**src/rtl/weight_feed_ctrl_pkg.sv**
```systemverilog
// weight_feed_ctrl_pkg: shared FSM encoding, bitwidth/mux codes and feed-cycle lookup
// Contents: state_t (IDLE/FETCH/FEED/DONE), BW_* input bitwidth codes,
// MUX_HOLD mux-register code, feed_last_phase() = N-1 for a bitwidth code.
package weight_feed_ctrl_pkg;

    typedef enum logic [1:0] {
        IDLE  = 2'd0,
        FETCH = 2'd1,
        FEED  = 2'd2,
        DONE  = 2'd3
    } state_t;

    localparam logic [1:0] BW_2 = 2'b00;
    localparam logic [1:0] BW_4 = 2'b01;
    localparam logic [1:0] BW_8 = 2'b10;

    // Mux-register bitwidth input code that freezes its internal phase.
    localparam logic [1:0] MUX_HOLD = 2'b00;

    // Last phase index of a word: N-1 with N = 1, 2, 4 for 2b, 4b, 8b (11 aliases 8b).
    function automatic logic [1:0] feed_last_phase(input logic [1:0] bw);
        return (bw == BW_2) ? 2'd0 : (bw == BW_4) ? 2'd1 : 2'd3;
    endfunction

    // Next internal phase of the mux register for a given bitwidth code.
    function automatic logic [1:0] mux_next_phase(input logic [1:0] bw, input logic [1:0] p);
        return (bw == MUX_HOLD) ? p : (bw == BW_4) ? {1'b0, ~p[0]} : p + 2'd1;
    endfunction

endpackage

```
**src/rtl/weight_feed_ctrl.sv**
```systemverilog
// weight_feed_ctrl: streams weight-buffer words into the weight mux register without bubbles
// Ports: clk, reset (sync, active-high); start + cfg_bitwidth/cfg_base_addr/cfg_num_words
// (latched on accepted start); stall (downstream pause); buf_rd_en/buf_rd_addr/buf_rd_data
// (buffer read port, data one cycle after strobe); mux_bitwidth/mux_buffer (mux-register
// drive); feed_valid, phase (sub-word index), busy, done (one-cycle end-of-pass pulse).
module weight_feed_ctrl
    import weight_feed_ctrl_pkg::*;
#(
    parameter int ADDR_W = 10,
    parameter int DATA_W = 32
) (
    input  logic              clk,
    input  logic              reset,
    input  logic              start,
    input  logic [1:0]        cfg_bitwidth,
    input  logic [ADDR_W-1:0] cfg_base_addr,
    input  logic [ADDR_W:0]   cfg_num_words,
    input  logic              stall,
    output logic              buf_rd_en,
    output logic [ADDR_W-1:0] buf_rd_addr,
    input  logic [DATA_W-1:0] buf_rd_data,
    output logic [1:0]        mux_bitwidth,
    output logic [DATA_W-1:0] mux_buffer,
    output logic              feed_valid,
    output logic [1:0]        phase,
    output logic              busy,
    output logic              done
);

    state_t            state, state_nx;
    logic [1:0]        bw;
    logic [1:0]        ph;
    logic [ADDR_W-1:0] addr;
    logic [ADDR_W:0]   rem;
    logic              rd_pend;
    logic [DATA_W-1:0] word;
    logic              last_ph;
    logic              more;

    // addr is always the next address to read; rem counts words not yet read.
    assign last_ph = ph == feed_last_phase(bw);
    assign more    = rem != '0;

    always_comb begin
        state_nx   = state;
        buf_rd_en  = 1'b0;
        feed_valid = 1'b0;
        case (state)
            IDLE: begin
                if (start)
                    state_nx = (cfg_num_words == '0) ? DONE : FETCH;
            end
            FETCH: begin
                buf_rd_en = 1'b1;
                state_nx  = FEED;
            end
            FEED: begin
                if (!stall) begin
                    feed_valid = 1'b1;
                    if (last_ph) begin
                        buf_rd_en = more;
                        state_nx  = more ? FEED : DONE;
                    end
                end
            end
            DONE: state_nx = IDLE;
        endcase
    end

    assign buf_rd_addr  = addr;
    assign mux_bitwidth = feed_valid ? bw : MUX_HOLD;
    // Forward the fresh read word in its arrival cycle so words follow back to back.
    assign mux_buffer   = rd_pend ? buf_rd_data : word;
    assign phase        = ph;
    assign busy         = (state == FETCH) || (state == FEED);
    assign done         = state == DONE;

    always_ff @(posedge clk) begin
        if (reset) begin
            state   <= IDLE;
            bw      <= 2'b00;
            ph      <= 2'd0;
            addr    <= '0;
            rem     <= '0;
            rd_pend <= 1'b0;
            word    <= '0;
        end else begin
            state   <= state_nx;
            rd_pend <= buf_rd_en;
            if (rd_pend)
                word <= buf_rd_data;
            if (state == IDLE && start) begin
                bw   <= cfg_bitwidth;
                addr <= cfg_base_addr;
                rem  <= cfg_num_words;
                ph   <= 2'd0;
            end
            if (buf_rd_en) begin
                addr <= addr + 1'b1;
                rem  <= rem - 1'b1;
            end
            if (feed_valid)
                ph <= last_ph ? 2'd0 : ph + 2'd1;
        end
    end

endmodule
```
**config.mk**
```make
export PLATFORM = sky130hd
export DESIGN_NAME = weight_feed_ctrl
export DESIGN_NICKNAME = d
export VERILOG_FILES = /design/src/rtl/weight_feed_ctrl_pkg.sv /design/src/rtl/weight_feed_ctrl.sv
export SDC_FILE = /design/constraint.sdc
export NUM_CORES = 1
export LEC_CHECK = 0
export ABC_AREA = 0
export CAP_MARGIN = 10
export CORE_ASPECT_RATIO = 0.5
export CORE_MARGIN = 2
export CORE_UTILIZATION = 48
export CTS_BUF_LIST = sky130_fd_sc_hd__clkbuf_16
export CTS_CLUSTER_SIZE = 8
export DETAILED_ROUTE_END_ITERATION = 7
export GPL_TIMING_DRIVEN = 1
export HOLD_SLACK_MARGIN = 0.05
export PLACE_DENSITY = 0.85
export SLEW_MARGIN = 30
export SYNTH_ARGS = -nofsm -noshare
export SYNTH_HDL_FRONTEND = slang
export SYNTH_SLANG_ARGS = --single-unit
```
**constraint.sdc**
```tcl
create_clock -name clk -period 3.6 [get_ports clk]
set_clock_uncertainty 0.1 [all_clocks]
set_input_delay 0.72 -clock clk [delete_from_list [all_inputs] [get_ports clk]]
set_output_delay 0.72 -clock clk [all_outputs]
set_load 0.1 [all_outputs]
```
==> results of run 1 <==
==> power breakdown <==
| group | leakage [nW] | internal (mW) | switching (mW) | total (mW) |
|---|---|---|---|---|
| logic | 1.14 | 0.732 | 1.78 | 2.51 |
| clock network | 0.171 | 0.674 | 0.293 | 0.967 |
| registers | 0.488 | 0.819 | 0.122 | 0.941 |
==> critical path: stages <==
cell and delay, ns:
clkdlybuf4s50_1 0.47, or4b_1 0.58, o221ai_4 0.32, nand2_4 0.08, inv_2 0.10, buf_12 0.18
==> state kept, by name, summed over array words and instances, names as in the netlist <==
| register | flops |
|---|---|
| rem | 11 |
| rd_pend | 1 |
| buf_rd_addr | 10 |
| bw | 2 |
| state | 2 |
| word | 32 |
| phase | 2 |
==> kinds of logic after synthesis <==
| family | share of synthesized area [%] |
|---|---|
| xor+xnor | 0.8836 |
| fa+ha+maj | 2.945 |
| simple gates | 21.16 |
| compound gates | 18.39 |
| mux | 12.12 |
| flops | 40.39 |
| buf+inv | 4.122 |
==> placed cells by master, fill, tap and decap left out, types with 3 or more instances in the layout <==
cell type / Yosys / routed
dfxtp_1: 60 / 60
clkdlybuf4s50_1: 0 / 60
buf_4: 1 / 50
nor2b_1: 35 / 34
mux2_2: 32 / 32
nand2_1: 24 / 24
a21oi_1: 20 / 20
inv_1: 11 / 12
nand3_1: 10 / 10
a31oi_1: 10 / 10
clkbuf_16: 0 / 9
o21ai_0: 8 / 8
nor2_1: 7 / 7
ha_1: 7 / 7
and2_1: 6 / 6
nor4_1: 6 / 6
a2bb2oi_1: 5 / 5
o211ai_1: 5 / 5
a32oi_1: 4 / 4
or3_1: 3 / 3
nor3_1: 3 / 3
and3_1: 3 / 3
bufinv_16: 0 / 3
==> worst paths after layout <==
kind | start | endpoint | slack (ns) | depth (start not counted)
worst max-delay path | stall | buf_rd_en | 0.32 | 6
worst min-delay path | bw[0]$_SDFFE_PP0P_ | bw[0]$_SDFFE_PP0P_ | 0.39 | 2
worst max register to register | state[0]$_SDFFE_PP0P_ | rem[5]$_SDFFE_PP0P_ | 0.95 | 7
worst min register to register | bw[0]$_SDFFE_PP0P_ | bw[0]$_SDFFE_PP0P_ | 0.39 | 2
==> through the flow <==
| stage | power (mW) | hold WS [ns] |
|---|---|---|
| 6_report | 4.418 | 0.3923 |
| 5_1_grt | 4.618 | 0.4321 |
| 4_1_cts | 4.426 | 0.3892 |
| 3_5_place_dp | 3.441 | 0.3817 |
| 3_3_place_gp | 3.383 | 0.3714 |
| 2_1_floorplan | 2.932 | 0.3562 |
==> metal layers <==
layer / vias to the layer above / GRT usage (%) / routed length (microns)
li1: 1359 / - / -
met1: 1334 / 27.71 / 3354
met2: 105 / 38.76 / 3818
met3: 15 / 6.288 / 434
met4: 0 / 9.639 / 110
met5: - / 0 / 0
==> area by class of cell <==
| cell class | count | share of cell area (%) |
|---|---|---|
| Clock inverter | 7 | 2.677 |
| Timing Repair Buffer | 111 | 22.91 |
| Multi-Input combinational cell | 228 | 38.03 |
| Inverter | 12 | 1.036 |
| Tap cell | 88 | 2.533 |
| Sequential cell | 60 | 27.63 |
| Clock buffer | 9 | 5.181 |
==> results.md, run 1 <==
* Status: complete, no violations
* Fin crit share at 91.04%
* Worst hold path class: flop to flop
* Synth Flop Type: dfxtp_1
* Dpl cells at 499
* Critical path type: primary input to output pin
* GP Congestion at 0.9137
* Asr flop ratio synth at 0%
* Worst EP required at 2.78 ns
* Starting density of the core at approximately half
* Die W at 115.3 microns
* Critical path data arrival time at between 2 and 2.5 ns
* Synthesis Warnings at 0
* H-tree depth at 3
* Global route overflow at 0
* Area leader, netlist: dfxtp_1
* EDFF count, synth at 0
* WL final at 7.718 mm
* Pre-CTS WS at 0.3393 ns
* Cells after synthesis at 317
* Post-synth net total at 383
* Iter 0 DRT Violations at 261
* Remaining antenna violation count at 0
* Number of diodes at 0
* DR vias at 2813
* Critical Path Start Type: primary input
* CTS buffer count at 9
* Maximum vdd drop at 0.4172 mV
* Leakage at 1.799 nW
* Initial antenna violation count at 0
* CTS tree: yes
* Cell with the most instances after synthesis: dfxtp_1
* Fill cells at 430
* Core ar. at about 6000 sq um
* Multi-input combinational cell area at about 1700 sq um
* FF/Latch Area at 1201 sq um
* Longest Clk Path Bufs at 2
* Final setup vio count at 0
* Global-route wire length before repair at 12.26 mm
* Max-slew violations at 0
* Final Critical Period at 3.277 ns
* Largest net degree at the start of global routing at 61
* RSZ-0062 raised after global routing: no
* Post-CTS setup buffers at 0
* PostCTS Resize Cnt at 0
* Number of global-route vias before repair at 2665
* Nets at 488
* CP Capture Type: output pin
* DRT Pass-1 Iters at 4
* Tot GR Track Use at a little under a quarter
* Distinct cells, synth at 57
* Area growth from synthesis to layout at 46.15%
* CP max FO at 5
* Clock sink count at 60
* Power Density at about 1000 nW/um^2
* Die ar. at 6880 sq um
* Setup TNS at 0 ns
* Sequential share of the synthesized area at 40.39%
* Max-cap viol count at 0
* Yosys reg bits at 60
* Die height at just under 60 microns
* Avg WL per Cell at 14.99 microns
* # DRC at 0
* Syn avg cell area at 9.382 sq um
* CTS clock-pin slew for the worst setup and hold paths at approximately 0.050 ns
* I/O Buffers at 108
* Most area-consuming cells after synthesis: dfxtp_1, mux2_2, nor2b_1, a21oi_1, nand2_1
* Worst-Margin Slew at 0.9703 ns
* Final Util at 72.07%
* HPWL after DPL at approximately 5.4 mm
* Fin. Hold Viols at 0
* Hold_buf cts at 0
* CTS Root Buffer Type: clkbuf_16
* Max Fclk at 305.1 MHz
* Synth cell count leaders: dfxtp_1, nor2b_1, mux2_2, nand2_1, a21oi_1
* Share of layout cells above drive strength 1 at 25.53%
* Worst skew pair latency at 0.32 ns
* Final Instance Area at 4347 sq um
* Placed instance area at 4005 sq um
* Area of the mapped netlist at 2974 sq um
* Post-Layout Cell Count at 515
* Row count at 20
* Yosys top cell area share at a little over 40%
* Boundary Pins at 109
* Final worst setup slack at 0.3227 ns
* Max_slew headroom at 35.11%
* Vias/cell at 5.462
Power figures use the tool's default switching activity.
==> inputs of run 2 (changes only) <==
--- a/config.mk
+++ b/config.mk
@@ -7,3 +7,3 @@
 export LEC_CHECK = 0
-export ABC_AREA = 0
+export ABC_AREA = 1
 export CAP_MARGIN = 10
@@ -11,3 +11,3 @@
 export CORE_MARGIN = 2
-export CORE_UTILIZATION = 48
+export CORE_UTILIZATION = 50
 export CTS_BUF_LIST = sky130_fd_sc_hd__clkbuf_16
@@ -17,3 +17,3 @@
 export HOLD_SLACK_MARGIN = 0.05
-export PLACE_DENSITY = 0.85
+export PLACE_DENSITY = 0.87
 export SLEW_MARGIN = 30
==> constraint.sdc (replaced) <==
create_clock -name clk -period 3.6 [get_ports clk]
set_clock_uncertainty 0.1 [all_clocks]
set_input_delay 0.54 -clock clk [delete_from_list [all_inputs] [get_ports clk]]
set_output_delay 0.54 -clock clk [all_outputs]
set_load 0.1 [all_outputs]
==> run 2 against run 1 <==
Net effect:
- combinational power rose by 21%
- final cell count increased by 30%
- clock power fell by 12%
- highest routed layer unchanged
- utilization up 1.8 points
==> results.md, run 2 <==
* Power Density at 1078 nW/um^2 (was 1016 nW/um^2)
* Max Fclk at 382.1 MHz (was 305.1 MHz)
* Clock sink count at 60 (unchanged)
* Nets at 640 (was 488)
* Final Critical Period at 2.617 ns (was 3.277 ns)
* Most frequent cells in the layout: nand2_1, clkdlybuf4s50_1, dfxtp_1 (was dfxtp_1, clkdlybuf4s50_1, buf_4)
* Status: complete, no violations (unchanged)
* EDFF count, synth at 0 (unchanged)
* Total power at 4.899 mW (was 4.418 mW)
* Area growth from synthesis to layout at 40.36% (was 46.15%)
* Starting density of the core at 52.62% (was 49.32%)
* CP max FO at 3 (was 5)
* Synth cell count leaders: nand2_1, dfxtp_1, a21oi_1, nand3_1, nor2_1 (was dfxtp_1, nor2b_1, mux2_2, nand2_1, a21oi_1)
* Distinct cells, synth at 31 (was 57)
* Largest net degree at the start of global routing at 42 (was 61)
* RSZ-0062 raised after global routing: no (unchanged)
* Avg WL per Cell at 12.49 microns (was 14.99 microns)
* Boundary Pins at 109 (unchanged)
* Most common cell after layout, fill and taps aside: nand2_1
* Global-route wire length before repair at 13.32 mm (was 12.26 mm)
* Vias/cell at 5.024 (was 5.462)
* Fin. Hold Viols at 0 (unchanged)
* Initial antenna violation count at 0 (unchanged)
* HPWL after DPL at 5.751 mm (was 5.404 mm)
* Worst hold path class: flop to flop (unchanged)
* Longest Clk Path Bufs at 2 (unchanged)
* Worst skew pair latency at 0.33 ns (was 0.32 ns)
* Max_slew headroom at 34.21% (was 35.11%)
* Cells after synthesis at 475 (was 317)
* Worst EP required at 2.96 ns (was 2.78 ns)
* H-tree depth at 3 (unchanged)
* GP Congestion at 0.8366 (was 0.9137)
* Die ar. at 7178 sq um (was 6880 sq um)
* Sequential share of the synthesized area at 37.08% (was 40.39%)
* Most area-consuming cells after synthesis: dfxtp_1, nand2_1, a21oi_1, nand3_1, nand3_2 (was dfxtp_1, mux2_2, nor2b_1, a21oi_1, nand2_1)
* Max-slew violations at 0 (unchanged)
* Pre-CTS WS at 1.052 ns (was 0.3393 ns)
* Fin crit share at 72.69% (was 91.04%)
* Synthesis Warnings at 0 (unchanged)
* Post-CTS setup buffers at 0 (unchanged)
* Cell with the most instances after synthesis: nand2_1 (was dfxtp_1)
* Global route overflow at 0 (unchanged)
* Critical Path Start Type: flop (was primary input)
* Core ar. at 6156 sq um (was 6031 sq um)
* Asr flop ratio synth at 0% (unchanged)
* Iter 0 DRT Violations at 172 (was 261)
* PostCTS Resize Cnt at 0 (unchanged)
* WL final at 8.330 mm (was 7.718 mm)
* Die W at 117.8 microns (was 115.3 microns)
* CTS buffer count at 9 (unchanged)
* CP Capture Type: output pin (unchanged)
* Row count at 20 (unchanged)
* Yosys top cell area share at 37.08% (was 40.39%)
* Number of global-route vias before repair at 2999 (was 2665)
* Final setup vio count at 0 (unchanged)
* Synth Flop Type: dfxtp_1 (unchanged)
* # DRC at 0 (unchanged)
* Leakage at 2.068 nW (was 1.799 nW)
* Hold_buf cts at 0 (unchanged)
* Share of layout cells above drive strength 1 at 16.41% (was 25.53%)
* DRT Pass-1 Iters at 4 (unchanged)
* Critical path data arrival time at 1.98 ns (was 2.46 ns)
* Die height at 60.92 microns (was 59.66 microns)
* Final worst setup slack at 0.9831 ns (was 0.3227 ns)
* Area leader, netlist: dfxtp_1 (unchanged)
* Max FFs per register at 32 (unchanged)
* CTS Root Buffer Type: clkbuf_16 (unchanged)
* Critical path type: flop to output pin (was primary input to output pin)
* Yosys reg bits at 60 (unchanged)
* Syn avg cell area at 6.820 sq um (was 9.382 sq um)
* CTS tree: yes (unchanged)
* CTS clock-pin slew for the worst setup and hold paths at 0.05 ns (about the same)
* Maximum vdd drop at 0.9204 mV (was 0.4172 mV)
* Worst-Margin Slew at 0.9838 ns (was 0.9703 ns)
* Number of diodes at 0 (unchanged)
* Post-synth net total at 541 (was 383)
* Reg with most FFs: word (unchanged)
* Remaining antenna violation count at 0 (unchanged)
* Area of the mapped netlist at 3239 sq um (was 2974 sq um)
* Tot GR Track Use at 23.36% (was 22.79%)
* I/O Buffers at 108 (unchanged)
* Max-cap viol count at 0 (unchanged)
* DR vias at 3351 (was 2813)
==> run 2: power by group <==
group / total [mW] / switching, mW / internal (mW) / leakage, nW
Clock: 0.850 / 0.312 / 0.538 / 0.142
Combinational: 3.04 / 2.26 / 0.780 / 1.44
Sequential: 1.01 / 0.161 / 0.845 / 0.489
==> run 2: final timing paths <==
path / from / cells after the start / to / slack [ns]
min reg2reg: word[8]$_SDFF_PP0_ / 2 / word[8]$_SDFF_PP0_ / 0.37
max: state[1]$_SDFFE_PP0P_ / 2 / done / 0.98
min: word[8]$_SDFF_PP0_ / 2 / word[8]$_SDFF_PP0_ / 0.37
max reg2reg: rem[0]$_SDFFE_PP0P_ / 12 / rem[10]$_SDFFE_PP0P_ / 1.29
==> run 2: per-stage QoR <==
step	utilization, %	cell area, sq um	hold WS [ns]	TNS (ns)	cells
5_1_grt	73.86	4547	0.3863	0	667
4_1_cts	73.86	4547	0.3692	0	667
3_3_place_gp	68.96	4245	0.3565	0	651
2_1_floorplan	-	3239	0.3472	-0.1033	475
3_5_place_dp	68.96	4245	0.3605	0	651
6_report	73.86	4547	0.3666	0	667
==> run 2: area by class of cell <==
cell class	instances	area (sq um)
clock inverters	7	76.32
inverters	30	113.9
clock buffers	9	225.2
repair buffers	113	1033
flip-flops and latches	60	1201
fillers	503	1609
well taps	88	110.1
multi-input cells	360	1787
==> run 2: cells by family (layout without fill, tap and decap cells) <==
logic type,Yosys count,count (layout),share of synthesized area (%)
flip-flops,60,60,37.08
adder cells (fa/ha/maj),7,7,2.704
AO/OA/AOI/OAI,68,68,11.97
AND/OR/NAND/NOR,273,273,37.23
buffers and inverters,55,159,7.763
XOR/XNOR,12,12,3.244
==> run 2: critical path, stage by stage (launching register included) <==
cell	delay, ns
dfxtp_1	0.36
ha_1	0.16
clkdlybuf4s50_1	1.13
==> run 2: layer usage <==
| layer | GRT usage [%] | routed length, microns | vias up |
|---|---|---|---|
| met4 | 9.466 | 186 | 0 |
| met5 | 0 | 0 | - |
| met1 | 26.62 | 3464 | 1492 |
| met2 | 42.69 | 4113 | 123 |
| met3 | 7.237 | 566 | 22 |
| li1 | - | - | 1714 |
==> inputs of run 3 (changes only) <==
- CORE_UTILIZATION: 50 -> 46
- PLACE_DENSITY: 0.87 -> 0.81
- clock period: 3.6 -> 2.57 ns (I/O delays scaled with it)
==> run 3 against run 2 <==
Net effect:
- power increased by 47%
- global-route usage down 0.57 points
- die area grew 8.3%
- register-to-register slack worse by 0.76 ns
- utilization is 0.12 points higher
==> results.md, run 3 (same netlist as run 2, synthesis figures left out) <==
* Worst hold path class: primary input to flop (was flop to flop)
* CP max stage delay at 0.29 ns (was 1.13 ns)
* Boundary Pins at 109 (unchanged)
* Die W at 122.7 microns (was 117.8 microns)
* R2R Path End: buf_rd_addr[6]$_SDFFE_PP0P_ (was rem[10]$_SDFFE_PP0P_)
* Max-cap viol count at 0 (unchanged)
* CP max FO at 17 (was 3)
* Clock sink count at 60 (unchanged)
* # DRC at 0 (unchanged)
* Worst-Margin Slew at 0.4262 ns (was 0.9838 ns)
* Switching Fraction at 53.36% (was 55.85%)
* Die ar. at 7770 sq um (was 7178 sq um)
* Worst reg-to-reg setup slack at 0.53 ns (was 1.29 ns)
* Reg with most FFs: word (unchanged)
* Final Util at 73.99% (was 73.86%)
* Critical Path Start Type: flop (unchanged)
* Critical path type: flop to output pin (unchanged)
* Max Fclk at 427.1 MHz
* Worst skew pair latency at 0.33 ns (about the same)
* R2R depth at 11 (was 12)
* Power Density at 1446 nW/um^2 (was 1078 nW/um^2)
* DRT Pass-1 Iters at 4 (unchanged)
* WL final at 8.181 mm (was 8.330 mm)
* Number of diodes at 0 (unchanged)
* CTS clock-pin slew for the worst setup and hold paths at 0.05 ns (about the same)
* Largest net degree at the start of global routing at 33 (was 42)
* Max_slew headroom at 71.29% (was 34.21%)
* Fin crit share at 91.10%
* Leakage at 2.222 nW (was 2.068 nW)
* Final setup vio count at 0 (unchanged)
* CP Capture Point: buf_rd_en (was done)
* I/O Buffers at 108 (unchanged)
* HPWL after DPL at 5.819 mm (was 5.751 mm)
* Setup TNS at 0 ns (unchanged)
* Initial antenna violation count at 0 (unchanged)
* Avg WL per Cell at 12.12 microns (was 12.49 microns)
* Worst EP required at 2.08 ns (was 2.96 ns)
* CTS Root Buffer Type: clkbuf_16 (unchanged)
* Iter 0 DRT Violations at 216 (was 172)
* Die height at 63.34 microns (was 60.92 microns)
* Fin. Hold Viols at 0 (unchanged)
* Pre-CTS WS at 0.4242 ns (was 1.052 ns)
* Global route overflow at 0 (unchanged)
* Vias/cell at 4.923 (was 5.024)
* Max-slew violations at 0 (unchanged)
* Number of global-route vias before repair at 3111 (was 2999)
* CTS buffer count at 9 (unchanged)
* Fill cells at 527 (was 503)
* Final worst setup slack at 0.2288 ns (was 0.9831 ns)
* Cell-internal power at 3.368 mW (was 2.163 mW)
* Nets at 644 (was 640)
* Remaining antenna violation count at 0 (unchanged)
* Core ar. at 6753 sq um (was 6156 sq um)
* Maximum vdd drop at 1.762 mV (was 0.9204 mV)
* Tot GR Track Use at 22.79% (was 23.36%)
* Combinational group share of total power at 64.7% (was 62.1%)
* CP cell instances: inv_1 -> ha_1 -> nand2_1 -> nor2_1 -> nand3_2 -> nand3_2 -> nand2_4 -> nand2_4 -> inv_2 -> buf_12 (was ha_1 -> clkdlybuf4s50_1)
* CP Capture Type: output pin (unchanged)
* Critical R2R Launch: rem[0]$_SDFFE_PP0P_ (unchanged)
* DR vias at 3323 (was 3351)
* Critical Path Source: rem[0]$_SDFFE_PP0P_ (was state[1]$_SDFFE_PP0P_)
* Hold_buf cts at 0 (unchanged)
* Status: complete, no violations (unchanged)
* CP max-delay cell: dfxtp_1 (was clkdlybuf4s50_1)
* Sw Pwr at 3.854 mW (was 2.736 mW)
* RSZ-0062 raised after global routing: no (unchanged)
* Final Critical Period at 2.341 ns
* Most frequent cells in the layout: nand2_1, dfxtp_1, clkdlybuf4s50_1 (was nand2_1, clkdlybuf4s50_1, dfxtp_1)
* Row count at 21 (was 20)
* CTS tree: yes (unchanged)
* Seq pwr share at 19.5% (was 20.5%)
* Starting density of the core at 47.97% (was 52.62%)
* Share of layout cells above drive strength 1 at 19.38% (was 16.41%)
* H-tree depth at 3 (unchanged)
* Clk pwr share at 15.9% (was 17.3%)
* Max FFs per register at 32 (unchanged)
* PostCTS Resize Cnt at 0 (unchanged)
* Most common cell after layout, fill and taps aside: nand2_1 (unchanged)
* Global-route wire length before repair at 13.92 mm (was 13.32 mm)
* Area growth from synthesis to layout at 54.23% (was 40.36%)
* GP Congestion at 0.8030 (was 0.8366)
* Critical path data arrival time at 1.86 ns (was 1.98 ns)
* Post-CTS setup buffers at 0 (unchanged)
* Longest Clk Path Bufs at 2 (unchanged)
## run 3: changes by cell type in the layout (fill, tap and decap cells not counted), sizes merged
cell	delta
buf	+17
clkdlybuf4s50	-13
clkinvlp	-2
inv	+2
## run 3: worst min path at each step
| stage | start | endpoint | slack (ns) | cells after the start |
|---|---|---|---|---|
| floorplan | word[31]$_SDFF_PP0_ | word[31]$_SDFF_PP0_ | 0.35 | 2 |
| global placement | word[28]$_SDFF_PP0_ | word[28]$_SDFF_PP0_ | 0.36 | 2 |
| global route | reset | rem[6]$_SDFFE_PP0P_ | 0.35 | 2 |
| CTS | reset | rem[5]$_SDFFE_PP0P_ | 0.33 | 2 |
| detailed placement | word[7]$_SDFF_PP0_ | word[7]$_SDFF_PP0_ | 0.36 | 2 |
| finish | reset | rem[5]$_SDFFE_PP0P_ | 0.33 | 2 |
## run 3: area by class of cell
type / instances / area [sq um] / area share, %
clock buffers: 9 / 225.2 / 4.508
clock inverters: 7 / 60.06 / 1.202
inverters: 30 / 113.9 / 2.279
multi-input cells: 360 / 1797 / 35.96
flip-flops and latches: 60 / 1204 / 24.09
well taps: 92 / 115.1 / 2.304
repair buffers: 117 / 1481 / 29.65
## run 3: per-stage QoR
stage	hold slack [ns]	power (mW)	area (sq um)	instances
3_5_place_dp	0.3617	6.078	4711	659
4_1_cts	0.3269	7.252	4996	675
2_1_floorplan	0.3472	4.865	3252	475
5_1_grt	0.3488	7.652	4996	675
6_report	0.3332	7.223	4996	675
3_3_place_gp	0.3575	6.014	4711	659
## run 3: layer usage
metal | part of all wire, % | GRT usage [%] | vias to the layer above
met5 | 0 | 0 | -
met4 | 1.6 | 9.770 | 0
met3 | 5.3 | 6.431 | 12
met2 | 49 | 38.60 | 86
met1 | 44 | 26.94 | 1496
li1 | - | - | 1729
## run 3: critical path: cells and delay by family (launching register included)
family	cells	cell delay (ns)
DFF	1	0.29
and+or+nand+nor	6	0.65
buffers and inverters	3	0.36
adders and majority gates	1	0.22
## run 3: power groups by stage
| stage | registers (mW) | logic (mW) | clock network, mW |
|---|---|---|---|
| final | 1.41 | 4.67 | 1.15 |
| after global routing | 1.44 | 4.99 | 1.22 |
| after CTS | 1.41 | 4.67 | 1.17 |
| after detailed placement | 1.42 | 4.66 | 0 |
| after global placement | 1.41 | 4.60 | 0 |
| after floorplan | 1.93 | 2.94 | 0 |
